`config.mk`:
```
export PLATFORM = sky130hd
export DESIGN_NAME = axi_burst_master_flat
export DESIGN_NICKNAME = d
export VERILOG_FILES = /design/src/rtl/axi_burst_master_if.sv /design/src/rtl/axi_burst_master.sv /design/src/flat_wrapper.sv
export SDC_FILE = /design/constraint.sdc
export NUM_CORES = 1
export LEC_CHECK = 0
export BUFFER_PORTS_ARGS = -buffer_cell sky130_fd_sc_hd__clkbuf_2
export CAP_MARGIN = 20
export CORE_AREA = 2 2 116 118
export DETAILED_ROUTE_END_ITERATION = 10
export DIE_AREA = 0 0 118 120
export GPL_TIMING_DRIVEN = 1
export PLACE_DENSITY = 0.6
export SLEW_MARGIN = 20
export SYNTH_ARGS = -nofsm -noshare
export SYNTH_HDL_FRONTEND = slang
export SYNTH_SLANG_ARGS = --single-unit
```
`constraint.sdc`:
```
create_clock -name clk -period 4.17 [get_ports clk]
set_clock_uncertainty 0.2 [all_clocks]
set_input_delay 0.2085 -clock clk [delete_from_list [all_inputs] [get_ports clk]]
set_output_delay 0.2085 -clock clk [all_outputs]
set_load 0.01 [all_outputs]
```
`src/rtl/axi_burst_master_if.sv`:
```
// AXI4 address/data/response channels used by axi_burst_master (INCR bursts only).
// The master modport belongs to the burst master; the slave modport belongs to the interconnect side.
interface axi_burst_master_if #(
  parameter int ADDR_W = 32,
  parameter int DATA_W = 32,
  parameter int ID_W   = 4
);
  localparam int STRB_W = DATA_W / 8;

  logic [ADDR_W-1:0] araddr;
  logic [7:0]        arlen;
  logic [2:0]        arsize;
  logic [1:0]        arburst;
  logic [ID_W-1:0]   arid;
  logic              arvalid;
  logic              arready;

  logic [DATA_W-1:0] rdata;
  logic [1:0]        rresp;
  logic              rlast;
  logic              rvalid;
  logic              rready;

  logic [ADDR_W-1:0] awaddr;
  logic [7:0]        awlen;
  logic [2:0]        awsize;
  logic [1:0]        awburst;
  logic [ID_W-1:0]   awid;
  logic              awvalid;
  logic              awready;

  logic [DATA_W-1:0] wdata;
  logic [STRB_W-1:0] wstrb;
  logic              wlast;
  logic              wvalid;
  logic              wready;

  logic [1:0]        bresp;
  logic              bvalid;
  logic              bready;

  modport master (
    output araddr, arlen, arsize, arburst, arid, arvalid,
    input  arready,
    input  rdata, rresp, rlast, rvalid,
    output rready,
    output awaddr, awlen, awsize, awburst, awid, awvalid,
    input  awready,
    output wdata, wstrb, wlast, wvalid,
    input  wready,
    input  bresp, bvalid,
    output bready
  );

  modport slave (
    input  araddr, arlen, arsize, arburst, arid, arvalid,
    output arready,
    output rdata, rresp, rlast, rvalid,
    input  rready,
    input  awaddr, awlen, awsize, awburst, awid, awvalid,
    output awready,
    input  wdata, wstrb, wlast, wvalid,
    output wready,
    output bresp, bvalid,
    input  bready
  );
endinterface

```
`src/rtl/axi_burst_master.sv`:
```
// AXI4 burst master: runs one requester read (AR->R) or write (AW->W->B) as a single INCR burst, pulsing done.
// Optional feature macro AXI_MASTER_RESP_CHK_EN: sticky err on non-OKAY responses or rlast/beat-count mismatch.
module axi_burst_master #(
  parameter int  ADDR_W    = 32,
  parameter int  DATA_W    = 32,
  parameter int  ID_W      = 4,
  parameter int  MASTER_ID = 0,
  parameter int  MAX_BEATS = 16,
  localparam int LEN_W     = $clog2(MAX_BEATS),
  localparam int STRB_W    = DATA_W / 8
) (
  input  logic               clk,
  input  logic               rst,
  input  logic               req_valid,
  output logic               req_ready,
  input  logic               req_we,
  input  logic [ADDR_W-1:0]  req_addr,
  input  logic [LEN_W-1:0]   req_len,
  input  logic [STRB_W-1:0]  req_strb,
  input  logic [DATA_W-1:0]  wr_data,
  input  logic               wr_valid,
  output logic               wr_ready,
  output logic [DATA_W-1:0]  rd_data,
  output logic               rd_valid,
  output logic               rd_last,
  output logic               done,
  output logic               err,
  axi_burst_master_if.master axi
);
  localparam logic [1:0] BURST_INCR = 2'b01;
  localparam logic [2:0] AXSIZE     = 3'($clog2(STRB_W));

  typedef enum logic [2:0] {S_IDLE, S_AR, S_R, S_AW, S_W, S_B} state_t;

  state_t            state_reg, state_next;
  logic [ADDR_W-1:0] addr_reg;
  logic [LEN_W-1:0]  len_reg;
  logic [STRB_W-1:0] strb_reg;
  logic [LEN_W:0]    beat_cnt_reg, beat_cnt_next;
  logic [LEN_W:0]    beat_cnt_inc;
  logic              done_reg, done_next;
  logic              err_reg, err_next;
  logic              req_fire;
  logic              beat_at_len;

  // done_reg gates req_ready so a new request lands no earlier than the cycle after the done pulse.
  assign req_ready    = (state_reg == S_IDLE) && !done_reg;
  assign req_fire     = req_valid && req_ready;
  assign beat_at_len  = (beat_cnt_reg == {1'b0, len_reg});
  assign beat_cnt_inc = (beat_cnt_reg <= {1'b0, len_reg}) ? beat_cnt_reg + (LEN_W+1)'(1) : beat_cnt_reg;

  assign axi.araddr  = addr_reg;
  assign axi.arlen   = 8'(len_reg);
  assign axi.arsize  = AXSIZE;
  assign axi.arburst = BURST_INCR;
  assign axi.arid    = ID_W'(MASTER_ID);
  assign axi.awaddr  = addr_reg;
  assign axi.awlen   = 8'(len_reg);
  assign axi.awsize  = AXSIZE;
  assign axi.awburst = BURST_INCR;
  assign axi.awid    = ID_W'(MASTER_ID);
  assign axi.wdata   = wr_data;
  assign axi.wstrb   = strb_reg;

  assign rd_data = axi.rdata;
  assign done    = done_reg;
  assign err     = err_reg;

  always_ff @(posedge clk or posedge rst) begin
    if (rst) begin
      state_reg    <= S_IDLE;
      addr_reg     <= '0;
      len_reg      <= '0;
      strb_reg     <= '0;
      beat_cnt_reg <= '0;
      done_reg     <= 1'b0;
      err_reg      <= 1'b0;
    end else begin
      state_reg    <= state_next;
      beat_cnt_reg <= beat_cnt_next;
      done_reg     <= done_next;
      err_reg      <= err_next;
      if (req_fire) begin
        addr_reg <= req_addr;
        len_reg  <= req_len;
        strb_reg <= req_strb;
      end
    end
  end

  always_comb begin
    state_next    = state_reg;
    beat_cnt_next = beat_cnt_reg;
    done_next     = 1'b0;
    axi.arvalid   = 1'b0;
    axi.rready    = 1'b0;
    axi.awvalid   = 1'b0;
    axi.wvalid    = 1'b0;
    axi.wlast     = 1'b0;
    axi.bready    = 1'b0;
    wr_ready      = 1'b0;
    rd_valid      = 1'b0;
    rd_last       = 1'b0;
    unique case (state_reg)
      S_IDLE: begin
        if (req_fire) begin
          state_next = req_we ? S_AW : S_AR;
        end
      end
      S_AR: begin
        axi.arvalid = 1'b1;
        if (axi.arready) begin
          state_next    = S_R;
          beat_cnt_next = '0;
        end
      end
      S_R: begin
        axi.rready = 1'b1;
        rd_valid   = axi.rvalid;
        rd_last    = axi.rvalid && axi.rlast;
        // Completion tracks rlast even when it disagrees with the requested length.
        if (axi.rvalid) begin
          beat_cnt_next = beat_cnt_inc;
          if (axi.rlast) begin
            state_next = S_IDLE;
            done_next  = 1'b1;
          end
        end
      end
      S_AW: begin
        axi.awvalid = 1'b1;
        if (axi.awready) begin
          state_next    = S_W;
          beat_cnt_next = '0;
        end
      end
      S_W: begin
        axi.wvalid = wr_valid;
        axi.wlast  = beat_at_len;
        wr_ready   = axi.wready;
        if (wr_valid && axi.wready) begin
          beat_cnt_next = beat_cnt_inc;
          if (beat_at_len) begin
            state_next = S_B;
          end
        end
      end
      S_B: begin
        axi.bready = 1'b1;
        if (axi.bvalid) begin
          state_next = S_IDLE;
          done_next  = 1'b1;
        end
      end
      default: state_next = S_IDLE;
    endcase
  end

`ifdef AXI_MASTER_RESP_CHK_EN
  localparam logic [1:0] RESP_OKAY = 2'b00;

  always_comb begin
    err_next = err_reg;
    if (req_fire) begin
      err_next = 1'b0;
    end
    // A beat is flagged when rlast arrives before len, or len is reached without rlast.
    if (state_reg == S_R && axi.rvalid) begin
      if (axi.rresp != RESP_OKAY || axi.rlast != beat_at_len) begin
        err_next = 1'b1;
      end
    end
    if (state_reg == S_B && axi.bvalid && axi.bresp != RESP_OKAY) begin
      err_next = 1'b1;
    end
  end
`else
  logic unused_resp;
  assign unused_resp = ^{axi.rresp, axi.bresp};
  assign err_next    = 1'b0;
`endif

  logic [31:0] page_end;
  assign page_end = 32'(req_addr[11:0]) + (32'(req_len) + 32'd1) * 32'(STRB_W);

  a_page_4k: assert property (@(posedge clk) disable iff (rst) req_fire |-> page_end <= 32'd4096);
  a_ar_hold: assert property (@(posedge clk) disable iff (rst) axi.arvalid && !axi.arready |=> axi.arvalid);
  a_aw_hold: assert property (@(posedge clk) disable iff (rst) axi.awvalid && !axi.awready |=> axi.awvalid);
endmodule

```
`src/flat_wrapper.sv`:
```
// flat-port wrapper written by rule: the top's interface ports become plain ports
module axi_burst_master_flat 
#(
  parameter int  ADDR_W    = 32,
  parameter int  DATA_W    = 32,
  parameter int  ID_W      = 4,
  parameter int  MASTER_ID = 0,
  parameter int  MAX_BEATS = 16,
  localparam int LEN_W     = $clog2(MAX_BEATS),
  localparam int STRB_W    = DATA_W / 8
)
  (clk, rst, req_valid, req_ready, req_we, req_addr, req_len, req_strb, wr_data, wr_valid, wr_ready, rd_data, rd_valid, rd_last, done, err, axi_araddr, axi_arlen, axi_arsize, axi_arburst, axi_arid, axi_arvalid, axi_arready, axi_rdata, axi_rresp, axi_rlast, axi_rvalid, axi_rready, axi_awaddr, axi_awlen, axi_awsize, axi_awburst, axi_awid, axi_awvalid, axi_awready, axi_wdata, axi_wstrb, axi_wlast, axi_wvalid, axi_wready, axi_bresp, axi_bvalid, axi_bready);
  axi_burst_master_if #(.ADDR_W(ADDR_W), .DATA_W(DATA_W), .ID_W(ID_W)) axi_i ();
  input  logic clk;
  input  logic rst;
  input  logic req_valid;
  output logic req_ready;
  input  logic req_we;
  input  logic [ADDR_W-1:0] req_addr;
  input  logic [LEN_W-1:0] req_len;
  input  logic [STRB_W-1:0] req_strb;
  input  logic [DATA_W-1:0] wr_data;
  input  logic wr_valid;
  output logic wr_ready;
  output logic [DATA_W-1:0] rd_data;
  output logic rd_valid;
  output logic rd_last;
  output logic done;
  output logic err;
  output wire logic [$bits(axi_i.araddr)-1:0] axi_araddr;
  output wire logic [$bits(axi_i.arlen)-1:0] axi_arlen;
  output wire logic [$bits(axi_i.arsize)-1:0] axi_arsize;
  output wire logic [$bits(axi_i.arburst)-1:0] axi_arburst;
  output wire logic [$bits(axi_i.arid)-1:0] axi_arid;
  output wire logic [$bits(axi_i.arvalid)-1:0] axi_arvalid;
  input wire logic [$bits(axi_i.arready)-1:0] axi_arready;
  input wire logic [$bits(axi_i.rdata)-1:0] axi_rdata;
  input wire logic [$bits(axi_i.rresp)-1:0] axi_rresp;
  input wire logic [$bits(axi_i.rlast)-1:0] axi_rlast;
  input wire logic [$bits(axi_i.rvalid)-1:0] axi_rvalid;
  output wire logic [$bits(axi_i.rready)-1:0] axi_rready;
  output wire logic [$bits(axi_i.awaddr)-1:0] axi_awaddr;
  output wire logic [$bits(axi_i.awlen)-1:0] axi_awlen;
  output wire logic [$bits(axi_i.awsize)-1:0] axi_awsize;
  output wire logic [$bits(axi_i.awburst)-1:0] axi_awburst;
  output wire logic [$bits(axi_i.awid)-1:0] axi_awid;
  output wire logic [$bits(axi_i.awvalid)-1:0] axi_awvalid;
  input wire logic [$bits(axi_i.awready)-1:0] axi_awready;
  output wire logic [$bits(axi_i.wdata)-1:0] axi_wdata;
  output wire logic [$bits(axi_i.wstrb)-1:0] axi_wstrb;
  output wire logic [$bits(axi_i.wlast)-1:0] axi_wlast;
  output wire logic [$bits(axi_i.wvalid)-1:0] axi_wvalid;
  input wire logic [$bits(axi_i.wready)-1:0] axi_wready;
  input wire logic [$bits(axi_i.bresp)-1:0] axi_bresp;
  input wire logic [$bits(axi_i.bvalid)-1:0] axi_bvalid;
  output wire logic [$bits(axi_i.bready)-1:0] axi_bready;
  assign axi_araddr = axi_i.araddr;
  assign axi_arlen = axi_i.arlen;
  assign axi_arsize = axi_i.arsize;
  assign axi_arburst = axi_i.arburst;
  assign axi_arid = axi_i.arid;
  assign axi_arvalid = axi_i.arvalid;
  assign axi_i.arready = axi_arready;
  assign axi_i.rdata = axi_rdata;
  assign axi_i.rresp = axi_rresp;
  assign axi_i.rlast = axi_rlast;
  assign axi_i.rvalid = axi_rvalid;
  assign axi_rready = axi_i.rready;
  assign axi_awaddr = axi_i.awaddr;
  assign axi_awlen = axi_i.awlen;
  assign axi_awsize = axi_i.awsize;
  assign axi_awburst = axi_i.awburst;
  assign axi_awid = axi_i.awid;
  assign axi_awvalid = axi_i.awvalid;
  assign axi_i.awready = axi_awready;
  assign axi_wdata = axi_i.wdata;
  assign axi_wstrb = axi_i.wstrb;
  assign axi_wlast = axi_i.wlast;
  assign axi_wvalid = axi_i.wvalid;
  assign axi_i.wready = axi_wready;
  assign axi_i.bresp = axi_bresp;
  assign axi_i.bvalid = axi_bvalid;
  assign axi_bready = axi_i.bready;
  axi_burst_master #(.ADDR_W(ADDR_W), .DATA_W(DATA_W), .ID_W(ID_W), .MASTER_ID(MASTER_ID), .MAX_BEATS(MAX_BEATS)) u_core (.clk(clk), .rst(rst), .req_valid(req_valid), .req_ready(req_ready), .req_we(req_we), .req_addr(req_addr), .req_len(req_len), .req_strb(req_strb), .wr_data(wr_data), .wr_valid(wr_valid), .wr_ready(wr_ready), .rd_data(rd_data), .rd_valid(rd_valid), .rd_last(rd_last), .done(done), .err(err), .axi(axi_i));
endmodule
```
Word-level counts from Yosys, hierarchy flattened
Index checks and enable logic that the tools add are counted.
{ "word_totals": {"register_bits": 49, "in_bits": 119, "output_inout_bits": 178, "wordCells": 60} }
{ "op_classes": {"addsub": 1, "n_lt_le_gt_ge": 1, "n_eq_ne": 14, "mux": 29, "n_reduce_logical": 9} }
{ "op_table": {"columns": ["op", "n"], "rows": [
  ["$mux W5", 5],
  ["$mux W3", 8],
  ["$pmux W5 S4", 1],
  ["$pmux W3 S6", 1],
  ["$mux W1", 12],
  ["$ne A2 B2 Y1 const B", 5],
  ["$reduce_and A8 Y1", 1],
  ["$eq A3 B2 Y1 const B", 2],
  ["$eq A3 B3 Y1 const B", 2],
  ["$ne A2 B1 Y1 const B", 3],
  ["$add A5 B1 Y5 const B", 1],
  ["$eq A5 B4 Y1", 1],
  ["$le A5 B4 Y1", 1],
  ["$reduce_and A5 Y1", 1],
  ["$logic_and A1 B1 Y1", 4],
  ["$reduce_bool A4 Y1", 1],
  ["$eq A3 B1 Y1 const B", 1],
  ["$logic_not A3 Y1", 1],
  ["$mux W2", 1],
  ["$pmux W1 S2", 1],
  ["$logic_not A1 Y1", 1]
]} }

Depth between registers and ports, before layout
Gate-level depths: netlist of the first run.
{ "depth": {"ltp_word": 5, "ltp_mapped": 7, "depth_no_buf": 7} }

Worst setup path before layout of the first run
OpenSTA, ideal clock, no wires.
{ "synth_path": {"path_type": "register -> register", "startpoint": "reg u_core.len_reg[3]", "endpoint": "reg u_core.beat_cnt_reg[4]", "setup_ps": 122, "t_arrival_ps": 1770, "required_time_ps": 3848, "path_slack_ps": 2078, "path_stages_with_launch": 8, "path_buffers": 0, "synth_period_minus_slack_ps": 2092, "cell_sequence": "dfrtp_1 -> inv_1 -> ha_1 -> nand3_1 -> o221a_2 -> o221ai_2 -> nor2_1 -> a32o_1"} }
{ "synth_via": {"elab_chain_len": 4, "word_cells_on_any_way": 5, "classes_between": "order compare (1); mux (4)"} }
{ "synth_rtl": {"columns": ["item", "line_no", "rtl"], "rows": [
  ["from (decl)", "axi_burst_master.sv:37", "logic [LEN_W-1:0] len_reg;"],
  ["from (signal assigned)", "axi_burst_master.sv:85", "len_reg <= req_len;"],
  ["$le A5 B4 Y1 (*)", "axi_burst_master.sv:50", "assign beat_cnt_inc = (beat_cnt_reg <= {1'b0, len_reg}) ? beat_cnt_reg + (LEN_W+1)'(1) : beat_cnt_reg;"],
  ["$mux W5 (*)", "axi_burst_master.sv:50", null],
  ["$mux W5 (on tied branches)", "axi_burst_master.sv:141, axi_burst_master.sv:122", null],
  ["$pmux W5 S4 (*)", "axi_burst_master.sv:104", "unique case (state_reg)"],
  ["to (signal assigned)", "axi_burst_master.sv:80", "beat_cnt_reg <= beat_cnt_next;"],
  ["to (decl)", "axi_burst_master.sv:39", "logic [LEN_W:0] beat_cnt_reg, beat_cnt_next;"]
]} }
Mark *: on every way between the ends. The rest lies on a longest branch, timed or not. The select of a mux whose other input is x is not followed.
A chain may end at the register's enable or synchronous reset.

Worst setup path in the final report of the first run
{ "layout_path": {"startpoint": "reg u_core.len_reg[2]", "endpoint": "reg u_core.beat_cnt_reg[4]"} }
Same word-level chain as after synthesis.

==> impl_metrics.ini, run 1 <==
[setup_path]
r2r_slack_ps = 1900
cp.arrival_ps = 2240
cp_max_fo = 10
rr_startpoint = u_core.len_reg[2]
reg2reg_to = u_core.beat_cnt_reg[4]
required_ps = 4140
reg2regPathDepth = 7
critPathCaptureType = register
cp-start-kind = register
critPathKind = register to register

[pwr]
total_power_uw = 2630
p_leak_uw = 0.00189
ir_drop_v = 0.000273
p_per_area_nw_per_um2 = 703

[finish]
finalCoreUtilization_pct = 28.9
n_antenna_cell = 0
fillCellCount = 1359
largest_reg_flops = 32
nets = 505
syn_to_final_growth_pct = 18.1
drive_above_1_share_pct = 50.3

[global_route]
grt_max_degree = 50
use_met2_pct = 19.0
gr-usage-met3_pct = 4.56
grt_use_total_pct = 10.7
grt_overflow = 0
grt_antenna_before_repair = 0
grt_pass1_wl_mm = 11.6
grt_pass1_vias = 2152
use_met1_pct = 10.3
grt_busiest_layer = met2

[clock_network]
clkSlewWorstSetupHoldPaths_ps = 70
clk_path_buf_depth = 2
htreeDepth = 2
root_buffer = clkbuf_16
cts_setup_buffers = 0
cts_inserted_buffers = 5
cts_tree = built
clk_latency_ps = 290
cts.sinks = 49

[yosys]
syn_area_per_cell_um2 = 10.5
syn_inst = 303
syn_area_um2 = 3170
ys_seq_area_share_pct = 38.7
synthFlopType = dfrtp_1
yosysTopAreaCell = dfrtp_1
async_flop_share_pct = 100
yosys.area.top_type_share_pct = 38.7
ys_ff_latch = 49
yosysWarnings = 0
synth-edff-count = 0
yosys.cell_types.count = 35
synth.area.top_cells = dfrtp_1, buf_4, mux2_2

[placement]
dpl.hpwl_mm = 5.62
pre_cts_ws_ps = 1900
gp_congestion = 0.754
numPortBuffers = 137

[sta]
layout_min_cycle_time_ps = 2270
finalSetupViolations = 0
finalHoldViolations = 0
slew_violations = 0
final.setup.tns_ps = 0
period_share_pct = 54.5
worst_pin_slew_ps = 881
worst_slack_ps = 1900
rsz0062_at_grt = no
maxSlewHeadroom_pct = 41.3
max_freq_ghz = 0.440
whs_ps = 60.1

[drt]
vias = 2191
wl_per_cell_um = 14.0
drc = 0
firstDrtPassIters = 4
routed_wl_mm = 7.79
antenna_left = 0
routed_via_density = 3.93
drtIter0Drc = 96

[die]
num_io_pins = 297
die_width_um = 118
die-area_um2 = 14200
rows = 42
die_h_um = 120
initial_core_util_pct = 24.4
core_um2 = 13000

[min_path]
hp-start = req_we
hold_class = input port to register
min_to = u_core.state_reg[1]
whs_path_depth = 3

[run]
drv_cap = 0

[outcome]
status = finished, final reports clean
-- routing by layer --
metal | routed length (µm) | share of wire, %
met5 | 0 | 0
met2 | 4100 | 53
met1 | 2560 | 33
met4 | 328 | 4.2
met3 | 793 | 10
-- repair_timing --
action / CTS / global route
endpoints found under the setup margin: 0 / 0
hold endpoints to repair: 41 / 49
gates resized for setup: 0 / 0
hold buffers: 41 / 1
-- placed cells by master, fill, tap and decap left out, types with 3 or more instances in the layout --
master / netlist / routed
nor2_1: 11 / 11
clkinv_2: 0 / 3
nand3_1: 4 / 4
dlygate4sd3_1: 0 / 42
a21oi_1: 4 / 4
o21ai_0: 6 / 6
clkbuf_16: 0 / 5
mux2_2: 42 / 42
nand2b_1: 4 / 4
dfrtp_1: 49 / 49
nand2_1: 8 / 8
conb_1: 2 / 27
nor3_1: 3 / 3
inv_1: 7 / 6
ha_1: 5 / 5
clkbuf_2: 0 / 137
-- cell usage after synthesis (2+ instances only) --
master	n
a21oi_1	4
and3_1	2
buf_2	5
buf_4	128
conb_1	2
dfrtp_1	49
ha_1	5
inv_1	7
mux2_2	42
nand2_1	8
nand2b_1	4
nand3_1	4
nand3b_1	2
nor2_1	11
nor3_1	3
o21ai_0	6
o221ai_2	2
o31ai_1	2
-- final cells by class --
type / instances / area [µm²] / share of cell area (%)
well taps: 176 / 220 / 5.88
flip-flops and latches: 49 / 1230 / 32.7
repair buffers: 180 / 1110 / 29.7
clock buffers: 5 / 125 / 3.34
multi-input cells: 137 / 1010 / 27.0
clock inverters: 3 / 17.5 / 0.468
inverters: 8 / 31.3 / 0.835
-- logic make-up after synthesis --
group	share of synthesized area, %
compound gates	4.93
simple gates	6.31
buf+inv	32.4
other cells	0.237
xor+xnor	0.553
flops	38.7
fa+ha+maj	1.97
mux	14.9
-- per-stage QoR --
step	instance area, µm²	std cells
4_1_cts	3730	557
3_3_place_gp	3180	508
5_1_grt	3740	558
6_report	3740	558
3_5_place_dp	3180	508
2_1_floorplan	3260	328
-- critical path, cell delays in order (launching register included) --
cell      delay [ps]
dfrtp_1          400
inv_1             80
ha_1             300
nand3_1          140
o221a_2          320
o221ai_2         360
nor2_1            90
a32o_1           270
-- how the worst max path moves through the flow --
| stage | slack, ps | start | depth (start not counted) | to |
|---|---|---|---|---|
| global route | 1710 | u_core.len_reg[2] | 7 | u_core.beat_cnt_reg[4] |
| CTS | 1880 | u_core.len_reg[2] | 7 | u_core.beat_cnt_reg[4] |
| global placement | 1940 | u_core.len_reg[2] | 7 | u_core.beat_cnt_reg[4] |
| floorplan | 2080 | u_core.len_reg[3] | 7 | u_core.beat_cnt_reg[4] |
| detailed placement | 1900 | u_core.len_reg[2] | 7 | u_core.beat_cnt_reg[4] |
| finish | 1900 | u_core.len_reg[2] | 7 | u_core.beat_cnt_reg[4] |
-- report_power, final --
part / leakage [µW] / switching, µW / internal [µW]
Combinational: 0.00123 / 675 / 638
Sequential: 0.000593 / 216 / 705
Clock: 0.0000696 / 177 / 220
Note: power is estimated with default switching activity, not from simulation.
==> run 2, diff against run 1 <==
ABC_AREA = 1   (was not set)
CORE_AREA = 2 2 114 116   (was 2 2 116 118)
DIE_AREA = 0 0 116 118   (was 0 0 118 120)
PLACE_DENSITY = 0.65   (was 0.6)
clock period = 2.05 ns   (was 4.17 ns; I/O delays follow)
==> run 2 against run 1 <==
Combinational power up 110%. Synthesized cell count is 42% higher. Worst hold slack got worse by 55 ps. Via count up 25%. Global-route usage increased by 1.8 points. Die area decreased by 3.3%. First-iteration DRC count up 36%. Flip-flop and latch count is the same. Critical path type is now register to primary output. Critical endpoint is now req_ready. Highest routed layer unchanged.
==> impl_metrics.ini, run 2 <==
[clock_network]
cts.sinks = 49
clk_latency_ps = 290
htreeDepth = 2
root_buffer = clkbuf_16
clkSlewWorstSetupHoldPaths_ps = 70
clk_path_buf_depth = 2
cts_inserted_buffers = 5
cts_tree = built

[placement]
dpl.hpwl_mm = 6.79
place_inst = 632
numPortBuffers = 137
placed_area_um2 = 3370
gp_congestion = 0.832

[setup_path]
reg2regPathDepth = 10
cp_max_fo = 17
cp_num_cells = 5
crit_top_cell = nor2_4
cp-start-kind = register
critPathKind = register to primary output
critPathBufInv = 2
slowest_stage = dfrtp_1
cpLargestDelayFamily = flip-flops
cp_cell_sequence = nor2_4, nand2_2, nor2_4, buf_4, clkbuf_2
required_ps = 1750
cp.arrival_ps = 1590
critPathMaxStageDelay_ps = 480
critPathCaptureType = primary output

[global_route]
grt_max_degree = 44
grt_use_total_pct = 12.4
grt_pass1_vias = 2603
grt_pass1_wl_mm = 13.3
grt_overflow = 0
grt_antenna_before_repair = 0

[finish]
drive_above_1_share_pct = 33.5
layout_commonest_cell = clkbuf_2
syn_to_final_growth_pct = 19.5
final_cell_area_um2 = 4010
nets = 636
n_antenna_cell = 0
largest_reg_flops = 32
layout_common_cells = clkbuf_2, nand2_1, nand3_1
final-instance-count-excl-fill = 685
fillCellCount = 1312

[die]
initial_core_util_pct = 27.0
die_h_um = 118
core_um2 = 12400
die-area_um2 = 13700
rows = 41
num_io_pins = 297
die_width_um = 116

[yosys]
ys_seq_area_share_pct = 36.6
ys_ff_latch = 49
synthTopCellsByCount = buf_4, nand2_1, nand3_1
syn_area_um2 = 3350
synth-edff-count = 0
synthFlopType = dfrtp_1
syn_area_per_cell_um2 = 7.78
yosys.cell_types.count = 25
yosysMostFrequentCell = buf_4
synth.area.top_cells = dfrtp_1, buf_4, nand2_1
yosys.area.top_type_share_pct = 36.6
syn_inst = 431
async_flop_share_pct = 100
yosysTopAreaCell = dfrtp_1
yosysWarnings = 0

[drt]
drc = 0
routed_via_density = 4.00
firstDrtPassIters = 4
routed_wl_mm = 9.06
antenna_left = 0
wl_per_cell_um = 13.2
drtIter0Drc = 131
vias = 2740

[run]
drv_cap = 0

[sta]
rsz0062_at_grt = no
layout_min_cycle_time_ps = 1890
period_share_pct = 92.1
finalHoldViolations = 0
slew_violations = 0
finalSetupViolations = 0
final.setup.tns_ps = 0
max_freq_ghz = 0.530

[pwr]
p_per_area_nw_per_um2 = 1350
internal-power_uw = 3030
sw_frac_of_total_pct = 44.2
p_comb_share_pct = 49.6
p_sw_uw = 2400
seqPwrFrac_pct = 32.6
ir_drop_v = 0.000292
p_leak_uw = 0.00232
p_clk_share_pct = 17.7

[min_path]
whs_path_depth = 0
hold_class = input port to primary output

[outcome]
status = finished, final reports clean
==> run 2: cell count changes after synthesis, sizes merged, moves of 2 or more <==
cell / change
nand3b: -2
mux2: -42
inv: +22
o31ai: -2
nand2: +105
and3: -2
o21ai: -3
buf: +3
nand2b: -4
a21oi: +2
clkbuf: +2
nand3: +51
o221ai: -2
nor2: +15
==> run 2: power by group through the flow <==
| stage | logic, µW | clock network [µW] | registers (µW) |
|---|---|---|---|
| floorplan | 2030 | 0 | 1890 |
| global placement | 2620 | 0 | 1770 |
| detailed placement | 2640 | 0 | 1790 |
| CTS | 2710 | 997 | 1770 |
| global route | 3070 | 1030 | 1830 |
| finish | 2690 | 962 | 1770 |
==> run 2: cells by family after synthesis <==
| group | Yosys count | share of synthesized area, % |
|---|---|---|
| other | 2 | 0.224 |
| adder cells (fa/ha/maj) | 5 | 1.87 |
| buffers and inverters | 168 | 33.8 |
| AND/OR/NAND/NOR | 197 | 26.0 |
| AO/OA/AOI/OAI | 9 | 1.34 |
| XOR/XNOR | 1 | 0.261 |
| flip-flops | 49 | 36.6 |
==> run 2: area by class of cell <==
cell class / instances / area [µm²] / area share (%)
flip-flops and latches: 49 / 1230 / 30.6
inverters: 29 / 109 / 2.72
multi-input cells: 239 / 1100 / 27.4
clock buffers: 6 / 139 / 3.47
well taps: 172 / 215 / 5.37
clock inverters: 2 / 37.5 / 0.937
repair buffers: 188 / 1180 / 29.5
==> run 2: per-stage QoR <==
step                setup slack (ps)  hold slack, ps  utilization (%)  total power (µW)
floorplan                        303            23.5                -              3920
global placement                 206            -156             27.1              4390
detailed placement               189            -161             27.1              4420
CTS                              129            5.07             32.2              5480
global route                    51.9            5.02             32.3              5930
finish                           162            5.00             32.3              5430
==> run 2: worst paths after layout <==
| check | from | endpoint | slack (ps) |
|---|---|---|---|
| setup / recovery | u_core.state_reg[1] | req_ready | 160 |
| hold / removal | axi_rdata[30] | rd_data[30] | 5 |
| min in group asynchronous | rst | u_core.axi.araddr[16] | 80 |
| max in group asynchronous | rst | u_core.axi.araddr[29] | 980 |
| hold reg to reg | u_core.axi.wstrb[2] | u_core.axi.wstrb[2] | 270 |
| setup reg to reg | u_core.beat_cnt_reg[2] | u_core.state_reg[0] | 240 |
==> run 2: repair_timing <==
item,CTS,global route
hold buffers,45,0
endpoints found under the setup margin,0,4
buffers inserted,0,0
hold endpoints to repair,91,0
gates resized for setup,0,3
==> run 2: routing by layer <==
metal	vias to the layer above	GRT usage, %	share of wire (%)
met4	0	5.73	3.6
li1	1337	-	-
met5	-	0	0
met3	31	3.66	9.1
met2	155	23.5	51
met1	1217	12.1	36
==> run 3, diff against run 2 <==
ABC_AREA = not set   (was 1)
CORE_AREA = 2 2 115 117   (was 2 2 114 116)
DIE_AREA = 0 0 117 119   (was 0 0 116 118)
PLACE_DENSITY = 0.63   (was 0.65)
RECOVER_POWER = 25   (was not set)
==> run 3 against run 2 <==
Worst hold slack about the same. Critical path depth up 1. Wire length down 14%. Die area up 1.7%. Setup slack worse by 83 ps. Non-clock buffer count up 15.
==> impl_metrics.ini, run 3 (synthesis gave the netlist of run 1 again) <==
[global_route]
grt_use_total_pct = 11.0
grt_pass1_vias = 2305
grt_antenna_before_repair = 0
grt_pass1_wl_mm = 11.7
grt_overflow = 0
grt_max_degree = 35

[sta]
layout_min_cycle_time_ps = 1970
finalHoldViolations = 0
final.setup.tns_ps = 0
rsz0062_at_grt = yes
whs_ps = 5.00
slew_violations = 0
maxSlewHeadroom_pct = 64.2
period_share_pct = 96.1
max_freq_ghz = 0.507
finalSetupViolations = 0
worst_pin_slew_ps = 536

[die]
die_h_um = 119
num_io_pins = 297
initial_core_util_pct = 24.6
rows = 42
core_um2 = 12900
die-area_um2 = 13900
die_width_um = 117

[pwr]
internal-power_uw = 3570
p_sw_uw = 2310
p_leak_uw = 0.00203
p_clk_share_pct = 14.7
p_per_area_nw_per_um2 = 1460
p_comb_share_pct = 54.0
ir_drop_v = 0.000644
sw_frac_of_total_pct = 39.3
seqPwrFrac_pct = 31.4

[clock_network]
cts_inserted_buffers = 5
clk_latency_ps = 290
cts_tree = built
htreeDepth = 2
clkSlewWorstSetupHoldPaths_ps = 60
cts.sinks = 49
root_buffer = clkbuf_16
clk_path_buf_depth = 2

[setup_path]
reg2reg_to = u_core.beat_cnt_reg[3]
critPathKind = register to register
reg2regPathDepth = 6
required_ps = 2080
critPathCaptureType = register
rr_startpoint = u_core.beat_cnt_reg[2]
cp-start-kind = register
cp_max_fo = 4
r2r_slack_ps = 80
cp.arrival_ps = 2000

[finish]
drive_above_1_share_pct = 55.1
nets = 528
syn_to_final_growth_pct = 27.4
register_area_um2 = 1230
layout_commonest_cell = clkbuf_2
multi_input_area_um2 = 1080
fillCellCount = 1336
largest_reg_flops = 32
n_antenna_cell = 0
layout_common_cells = clkbuf_2, dfrtp_1, dlygate4sd3_1

[drt]
top_layer_used = met4
vias = 2299
antenna_left = 0
firstDrtPassIters = 4
drc = 0
routed-wl-met2_mm = 4.27
met3WireLength_um = 638
wl_met1_mm = 2.63
drtIter0Drc = 51
routed_wl_mm = 7.81
routed_via_density = 3.96
wl_per_cell_um = 13.4

[min_path]
whs_path_depth = 0
hold_class = input port to primary output
min_to = rd_data[29]
hp-start = axi_rdata[29]

[run]
drv_cap = 0

[placement]
dpl.hpwl_mm = 5.90
numPortBuffers = 137
gp_congestion = 0.723

[outcome]
status = finished, final reports clean
run 3: how the worst max path moves through the flow:
stage	startpoint	end	slack, ps	cells after the start
finish	u_core.beat_cnt_reg[2]	u_core.beat_cnt_reg[3]	80	6
global route	u_core.beat_cnt_reg[2]	u_core.beat_cnt_reg[2]	-8	7
CTS	u_core.state_reg[0]	u_core.beat_cnt_reg[3]	3	5
detailed placement	u_core.beat_cnt_reg[0]	u_core.beat_cnt_reg[3]	10	7
global placement	u_core.len_reg[1]	u_core.beat_cnt_reg[3]	40	7
floorplan	u_core.len_reg[1]	u_core.beat_cnt_reg[3]	10	7
run 3: layer usage:
layer / global-route usage [%] / up-vias
met4: 5.59 / 0
met5: 0 / -
met3: 3.31 / 29
met1: 10.8 / 1081
li1: - / 1052
met2: 20.2 / 137
run 3: cell type report:
class	instances	share of cell area, %
Timing Repair Buffer	203	32.7
Sequential cell	49	30.4
Multi-Input combinational cell	137	26.8
Tap cell	176	5.45
Clock buffer	7	3.78
Inverter	8	0.743
Clock inverter	1	0.124
run 3: repair_timing:
item | CTS | global route
endpoints found under the setup margin | 1 | 35
pin swaps | 1 | 5
hold buffers | 45 | 0
hold endpoints to repair | 64 | 0
buffers inserted | 1 | 3
gates resized for setup | 0 | 8
run 3: worst max-delay path, stage by stage (launching register included):
cell,delay (ps)
dfrtp_1,410
ha_4,300
nand3_4,90
o211ai_1,260
o221ai_4,150
or4_4,430
nand3_2,70
run 3: per-stage QoR:
step                      worst slack [ps]  power [µW]  utilization, %  cells  instance area, µm²
after floorplan                       10.4        4140               -    328                3310
after global routing                 -8.34        6280            31.4    581                4040
after detailed placement              15.0        4850            26.2    524                3370
after CTS                             2.65        5830            30.9    578                3980
after global placement                42.3        4770            26.2    524                3370
final                                 79.3        5880            31.4    581                4040
run 3: power by group through the flow:
| stage | combinational (µW) | sequential [µW] | clock [µW] |
|---|---|---|---|
| finish | 3180 | 1850 | 863 |
| global route | 3430 | 1910 | 940 |
| CTS | 3100 | 1830 | 899 |
| detailed placement | 3000 | 1840 | 0 |
| global placement | 2960 | 1810 | 0 |
| floorplan | 2190 | 1960 | 0 |
